===== src/rtl/anb_wr_burst_chopper.sv =====
// rtl/anb_wr_burst_chopper.sv - splits ANB write bursts into bounded, boundary-safe sub-bursts
// and regenerates last on the data channel at every sub-burst end.
module anb_wr_burst_chopper #(
  parameter int ADDR_W         = 32,
  parameter int LEN_W          = 16,
  parameter int DATA_W         = 64,
  parameter int MAX_BEATS      = 16,
  parameter int BOUNDARY_BYTES = 4096,
  parameter int LQ_DEPTH       = 4
) (
  input  logic              clk,
  input  logic              rst,
  input  logic              m_avalid,
  output logic              m_aready,
  input  logic [ADDR_W-1:0] m_addr,
  input  logic [LEN_W-1:0]  m_len,
  output logic              s_avalid,
  input  logic              s_aready,
  output logic [ADDR_W-1:0] s_addr,
  output logic [LEN_W-1:0]  s_len,
  input  logic              m_valid,
  output logic              m_ready,
  input  logic [DATA_W-1:0] m_data,
  input  logic              m_last,
  output logic              s_valid,
  input  logic              s_ready,
  output logic [DATA_W-1:0] s_data,
  output logic              s_last,
  output logic              err_last
);
  localparam int BEAT_BYTES = DATA_W / 8;
  localparam int BB_W       = $clog2(BEAT_BYTES);
  localparam int BND_BEATS  = BOUNDARY_BYTES / BEAT_BYTES;
  localparam int CW         = LEN_W + 1;
  localparam int PW         = (LQ_DEPTH > 1) ? $clog2(LQ_DEPTH) : 1;

  typedef enum logic {IDLE, SPLIT} state_t;
  typedef logic [PW:0] cnt_t;

  state_t            state_q, state_d;
  logic              rdy_q;
  logic [ADDR_W-1:0] cur_addr_q, cur_addr_d, s_addr_q, s_addr_d;
  logic [CW-1:0]     rem_q, rem_d;
  logic [LEN_W-1:0]  s_len_q, s_len_d;
  logic              s_avalid_q, s_avalid_d;
  logic [CW-1:0]     lq_mem_q [LQ_DEPTH];
  logic [CW-1:0]     lq_mem_d [LQ_DEPTH];
  logic [CW-1:0]     oq_mem_q [LQ_DEPTH];
  logic [CW-1:0]     oq_mem_d [LQ_DEPTH];
  logic [PW-1:0]     lq_wp_q, lq_wp_d, lq_rp_q, lq_rp_d;
  logic [PW-1:0]     oq_wp_q, oq_wp_d, oq_rp_q, oq_rp_d;
  cnt_t              lq_cnt_q, lq_cnt_d, oq_cnt_q, oq_cnt_d;
  logic [LEN_W-1:0]  bcnt_q, bcnt_d, obeat_q, obeat_d;
  logic              err_q, err_d;

  logic [ADDR_W-1:0] bnd_off;
  logic [31:0]       to_bnd;
  logic [CW-1:0]     chunk, lq_head, oq_head;
  logic              lq_full, lq_nempty, oq_full, a_fire, s_fire, beat, o_final;

  // Beats left before the boundary bound the chunk along with rem and MAX_BEATS.
  always_comb begin
    bnd_off = (cur_addr_q & ADDR_W'(BOUNDARY_BYTES - 1)) >> BB_W;
    to_bnd  = 32'(BND_BEATS) - 32'(bnd_off);
    chunk   = rem_q;
    if (chunk > CW'(MAX_BEATS)) chunk = CW'(MAX_BEATS);
    if (32'(chunk) > to_bnd) chunk = CW'(to_bnd);
  end

  assign lq_head   = lq_mem_q[lq_rp_q];
  assign oq_head   = oq_mem_q[oq_rp_q];
  assign lq_full   = (lq_cnt_q == cnt_t'(LQ_DEPTH));
  assign oq_full   = (oq_cnt_q == cnt_t'(LQ_DEPTH));
  assign lq_nempty = (lq_cnt_q != '0);

  assign m_aready = rdy_q & (state_q == IDLE) & ~oq_full;
  assign a_fire   = m_avalid & m_aready;
  assign s_fire   = s_avalid_q & s_aready;
  assign s_avalid = s_avalid_q;
  assign s_addr   = s_addr_q;
  assign s_len    = s_len_q;

  assign s_valid  = m_valid & lq_nempty;
  assign m_ready  = s_ready & lq_nempty;
  assign s_data   = m_data;
  assign beat     = s_valid & s_ready;
  assign s_last   = lq_nempty & ({1'b0, bcnt_q} == lq_head - CW'(1));
  assign o_final  = ({1'b0, obeat_q} == oq_head - CW'(1));
  assign err_last = err_q;

  always_comb begin
    state_d    = state_q;
    cur_addr_d = cur_addr_q;
    rem_d      = rem_q;
    s_avalid_d = s_avalid_q;
    s_addr_d   = s_addr_q;
    s_len_d    = s_len_q;
    case (state_q)
      IDLE: begin
        if (a_fire) begin
          cur_addr_d = m_addr;
          rem_d      = {1'b0, m_len} + CW'(1);
          state_d    = SPLIT;
        end
      end
      SPLIT: begin
        if (s_fire) begin
          s_avalid_d = 1'b0;
          cur_addr_d = cur_addr_q + (ADDR_W'(chunk) << BB_W);
          rem_d      = rem_q - chunk;
          if (rem_q == chunk) state_d = IDLE;
        end else if (!s_avalid_q && !lq_full) begin
          s_avalid_d = 1'b1;
          s_addr_d   = cur_addr_q;
          s_len_d    = LEN_W'(chunk - CW'(1));
        end
      end
      default: state_d = IDLE;
    endcase
  end

  always_comb begin
    lq_mem_d = lq_mem_q;
    oq_mem_d = oq_mem_q;
    lq_wp_d  = lq_wp_q;
    lq_rp_d  = lq_rp_q;
    oq_wp_d  = oq_wp_q;
    oq_rp_d  = oq_rp_q;
    bcnt_d   = bcnt_q;
    obeat_d  = obeat_q;
    err_d    = err_q;
    if (s_fire) begin
      lq_mem_d[lq_wp_q] = chunk;
      lq_wp_d           = lq_wp_q + PW'(1);
    end
    if (a_fire) begin
      oq_mem_d[oq_wp_q] = {1'b0, m_len} + CW'(1);
      oq_wp_d           = oq_wp_q + PW'(1);
    end
    if (beat) begin
      bcnt_d  = s_last ? '0 : bcnt_q + LEN_W'(1);
      obeat_d = o_final ? '0 : obeat_q + LEN_W'(1);
      if (s_last) lq_rp_d = lq_rp_q + PW'(1);
      if (o_final) oq_rp_d = oq_rp_q + PW'(1);
      if (m_last != o_final) err_d = 1'b1;
    end
    lq_cnt_d = lq_cnt_q + cnt_t'(s_fire) - cnt_t'(beat & s_last);
    oq_cnt_d = oq_cnt_q + cnt_t'(a_fire) - cnt_t'(beat & o_final);
  end

  always_ff @(posedge clk or negedge rst) begin
    if (!rst) begin
      state_q    <= IDLE;
      rdy_q      <= 1'b0;
      cur_addr_q <= '0;
      rem_q      <= '0;
      s_avalid_q <= 1'b0;
      s_addr_q   <= '0;
      s_len_q    <= '0;
      for (int i = 0; i < LQ_DEPTH; i++) begin
        lq_mem_q[i] <= '0;
        oq_mem_q[i] <= '0;
      end
      lq_wp_q    <= '0;
      lq_rp_q    <= '0;
      oq_wp_q    <= '0;
      oq_rp_q    <= '0;
      lq_cnt_q   <= '0;
      oq_cnt_q   <= '0;
      bcnt_q     <= '0;
      obeat_q    <= '0;
      err_q      <= 1'b0;
    end else begin
      state_q    <= state_d;
      rdy_q      <= 1'b1;
      cur_addr_q <= cur_addr_d;
      rem_q      <= rem_d;
      s_avalid_q <= s_avalid_d;
      s_addr_q   <= s_addr_d;
      s_len_q    <= s_len_d;
      lq_mem_q   <= lq_mem_d;
      oq_mem_q   <= oq_mem_d;
      lq_wp_q    <= lq_wp_d;
      lq_rp_q    <= lq_rp_d;
      oq_wp_q    <= oq_wp_d;
      oq_rp_q    <= oq_rp_d;
      lq_cnt_q   <= lq_cnt_d;
      oq_cnt_q   <= oq_cnt_d;
      bcnt_q     <= bcnt_d;
      obeat_q    <= obeat_d;
      err_q      <= err_d;
    end
  end
endmodule

===== config.mk =====
export PLATFORM = sky130hd
export DESIGN_NAME = anb_wr_burst_chopper
export DESIGN_NICKNAME = d
export VERILOG_FILES = /design/src/rtl/anb_wr_burst_chopper.sv
export SDC_FILE = /design/constraint.sdc
export NUM_CORES = 1
export LEC_CHECK = 0
export CORE_UTILIZATION = 55
export CTS_CLUSTER_DIAMETER = 30
export DETAILED_ROUTE_END_ITERATION = 10
export PLACE_DENSITY = 0.81
export SLEW_MARGIN = 5
export SYNTH_ARGS = -nofsm -noshare
export SYNTH_HDL_FRONTEND = slang
export SYNTH_SLANG_ARGS = --single-unit

===== constraint.sdc =====
create_clock -name clk -period 7.11 [get_ports clk]
set_input_delay 0.711 -clock clk [delete_from_list [all_inputs] [get_ports clk]]
set_output_delay 0.711 -clock clk [all_outputs]
set_load 0.01 [all_outputs]

==> flow_metrics.env <==
export IMPL_place_gp_congestion=0.879
export IMPL_pin_count=237
export IMPL_outcome="finished clean"
export IMPL_tightest_slew_ns=1.12
export IMPL_initial_core_util_pct=56.3
export IMPL_first_global_vias=13412
export IMPL_fp_dieW_um=174
export IMPL_synth_area_leaders="dfrtp_1, nand2_1, o21ai_0"
export IMPL_yosys_register_bits=283
export IMPL_cts_buffer_depth=3
export IMPL_synth_edf_count=0
export IMPL_crit_path_max_fanout=21
export IMPL_hold_class="in -> async"
export IMPL_p_per_area_nw_per_um2=420
export IMPL_drive_gt1_share_pct=9.74
export IMPL_rsz0062_at_grt="no"
export IMPL_antennaDiodeCount=0
export IMPL_dp_slack_ns=0.800
export IMPL_synth_avg_cell_area_sq_um=9.32
export IMPL_rrSetupSlack_ns=0.67
export IMPL_timing_hold_ws_ns=0.190
export IMPL_endpoint_kind="flip-flop"
export IMPL_async_flop_share_pct=100
export IMPL_h_tree_depth=2
export IMPL_synthTopCellsByCount="nand2_1, dfrtp_1, o21ai_0"
export IMPL_cts_made_buffers=56
export IMPL_worstRegToRegCells=25
export IMPL_cts_sinks=283
export IMPL_place_area_sq_um=17300
export IMPL_hpwl_um=26500
export IMPL_cpPeakStageDelay_ns=0.72
export IMPL_r2r_end="cur_addr_q[31]"
export IMPL_critPathKind="reg -> reg"
export IMPL_synth_top_cell_by_area="dfrtp_1"
export IMPL_cts_hold_buf=0
export IMPL_clock_latency_ns=0.58
export IMPL_ys_seq_area_share_pct=43.6
export IMPL_synth_cells=1744
export IMPL_drv_cap=0
export IMPL_wire_per_inst_um=18.1
export IMPL_post_route_worst_setup_slack_ns=0.673
export IMPL_grt_usage_pct=27.0
export IMPL_yosysMostFrequentCell="nand2_1"
export IMPL_ys_flop_type="dfrtp_1"
export IMPL_fmax_mhz=155
export IMPL_root_buffer="clkbuf_16"
export IMPL_dieArea_sq_um=30200
export IMPL_ctsResizeCount=0
export IMPL_reg2reg_from="cur_addr_q[8]"
export IMPL_syn_cell_area_sq_um=16300
export IMPL_final_hold_viol_count=0
export IMPL_design_area_sq_um=19300
export IMPL_area_delta_synth_final_pct=19.1
export IMPL_wl_um=40500
export IMPL_cp_required_ns=7.56
export IMPL_finClkSkew_ns=0.0186
export IMPL_io_buffers=108
export IMPL_setup_viol=0
export IMPL_startpoint_type="flip-flop"
export IMPL_num_rows=62
export IMPL_setup_tns_final_ns=0
export IMPL_cts_tree="yes"
export IMPL_cts_setup_buffers=0
export IMPL_drc=0
export IMPL_fin_nets=1996
export IMPL_yosysWarnings=0
export IMPL_synth_top_area_share_pct=43.6
export IMPL_num_vias=13218
export IMPL_min_period_ns=6.44
export IMPL_worstPathArrival_ns=6.89
export IMPL_grt_ovfl_total=0
export IMPL_grt_pass1_wl_um=66700
export IMPL_ant_nets=0
export IMPL_antenna_found_initial=0
export IMPL_slew_headroom_pct=25.3
export IMPL_die_h_um=174
export IMPL_clkTransAtPathRegs_ns=0.05
export IMPL_ys_types=80
export IMPL_avgViaCountPerCell=5.90
export IMPL_vdd_drop_max_uv=285
export IMPL_p_leak_nw=8.92
export IMPL_drv_slew=0
export IMPL_grt_start_max_net_pins=169
export IMPL_drt_first_iter_violations=941
export IMPL_first_pass_iters=6
export IMPL_crit_slowest_cell="o41a_1"
export IMPL_nFillCells=2172
export IMPL_core_area_sq_um=28900
export IMPL_min_period_over_period_pct=90.5
==> routing by layer <==
metal / share of wire, % / GRT usage (%) / up-vias
li1: - / - / 6149
met1: 42 / 34.3 / 6487
met2: 49 / 45.7 / 472
met3: 6.4 / 4.99 / 110
met4: 3.0 / 10.8 / 0
met5: 0 / 0 / -
==> cell families (layout without fill, tap and decap cells) <==
| group | count (synthesis) | after routing | share of synthesized area [%] |
|---|---|---|---|
| AO/OA/AOI/OAI | 357 | 357 | 13.1 |
| XOR/XNOR | 115 | 115 | 6.24 |
| adder cells (fa/ha/maj) | 66 | 66 | 5.27 |
| buffers and inverters | 193 | 290 | 6.05 |
| flip-flops | 283 | 283 | 43.6 |
| multiplexers | 57 | 57 | 6.28 |
| other | 2 | 19 | 0.0462 |
| AND/OR/NAND/NOR | 671 | 671 | 19.4 |
==> critical path, delay by kind of cell (launching register included) <==
family | cells | cell delay, ns
XOR/XNOR | 1 | 0.23
flip-flops | 1 | 0.43
AO/OA/AOI/OAI | 10 | 3.07
buffers and inverters | 4 | 0.52
AND/OR/NAND/NOR | 7 | 1.34
adder cells (fa/ha/maj) | 3 | 0.72
==> sequential cells by signal (all words and copies together), names as in the netlist, 3 cells and up <==
| name | flops |
|---|---|
| bcnt_q | 16 |
| cur_addr_q | 32 |
| lq_cnt_q | 3 |
| lq_mem_q | 68 |
| obeat_q | 16 |
| oq_cnt_q | 3 |
| oq_mem_q | 68 |
| rem_q | 17 |
| s_addr | 32 |
| s_len | 16 |
==> power breakdown <==
part	switching, mW	internal [mW]
logic	1.75	1.28
registers	0.314	1.95
clock network	0.936	1.90
total	3.00	5.13
==> placed cells by master (no fill, tap or decap), types with 15 or more instances in the layout <==
| cell | n |
|---|---|
| o21ai_0 | 175 |
| ha_1 | 62 |
| a21o_1 | 22 |
| buf_4 | 15 |
| mux2i_1 | 15 |
| dfrtp_1 | 283 |
| xnor2_1 | 65 |
| inv_1 | 58 |
| and2_1 | 40 |
| mux4_2 | 30 |
| nand2_1 | 326 |
| and3_1 | 19 |
| a21oi_1 | 69 |
| nor2_1 | 103 |
| clkbuf_16 | 56 |
| clkdlybuf4s50_1 | 107 |
| conb_1 | 19 |
| nand3_1 | 46 |
| xor2_1 | 49 |
| nor3_1 | 33 |
| nand4_1 | 16 |
==> per-stage QoR <==
step           instances  total power [mW]  util [%]
3_3_place_gp        2137              5.12      59.9
2_1_floorplan       1761              4.34         -
3_5_place_dp        2137              5.21      59.9
6_report            2242              8.13      67.0
4_1_cts             2242              8.12      67.0
5_1_grt             2242              8.60      67.0
==> area by class of cell <==
cell class / instances / area [sq um] / area share [%]
clock inverters: 38 / 571 / 2.95
inverters: 61 / 229 / 1.18
clock buffers: 67 / 1500 / 7.77
well taps: 384 / 480 / 2.48
multi-input cells: 1285 / 8270 / 42.7
repair buffers: 124 / 1220 / 6.30
flip-flops and latches: 283 / 7080 / 36.6
==> worst max-delay path by stage <==
stage / to / slack (ns) / cells past startpoint / start
after CTS: cur_addr_q[31] / 0.73 / 25 / cur_addr_q[7]
after floorplan: cur_addr_q[26] / 1.30 / 24 / cur_addr_q[5]
final: cur_addr_q[31] / 0.67 / 25 / cur_addr_q[8]
after global routing: cur_addr_q[31] / 0.02 / 25 / cur_addr_q[7]
after detailed placement: cur_addr_q[31] / 0.80 / 25 / cur_addr_q[7]
after global placement: cur_addr_q[23] / 1.01 / 25 / cur_addr_q[7]
No activity file was read; power rests on OpenSTA's default activity.
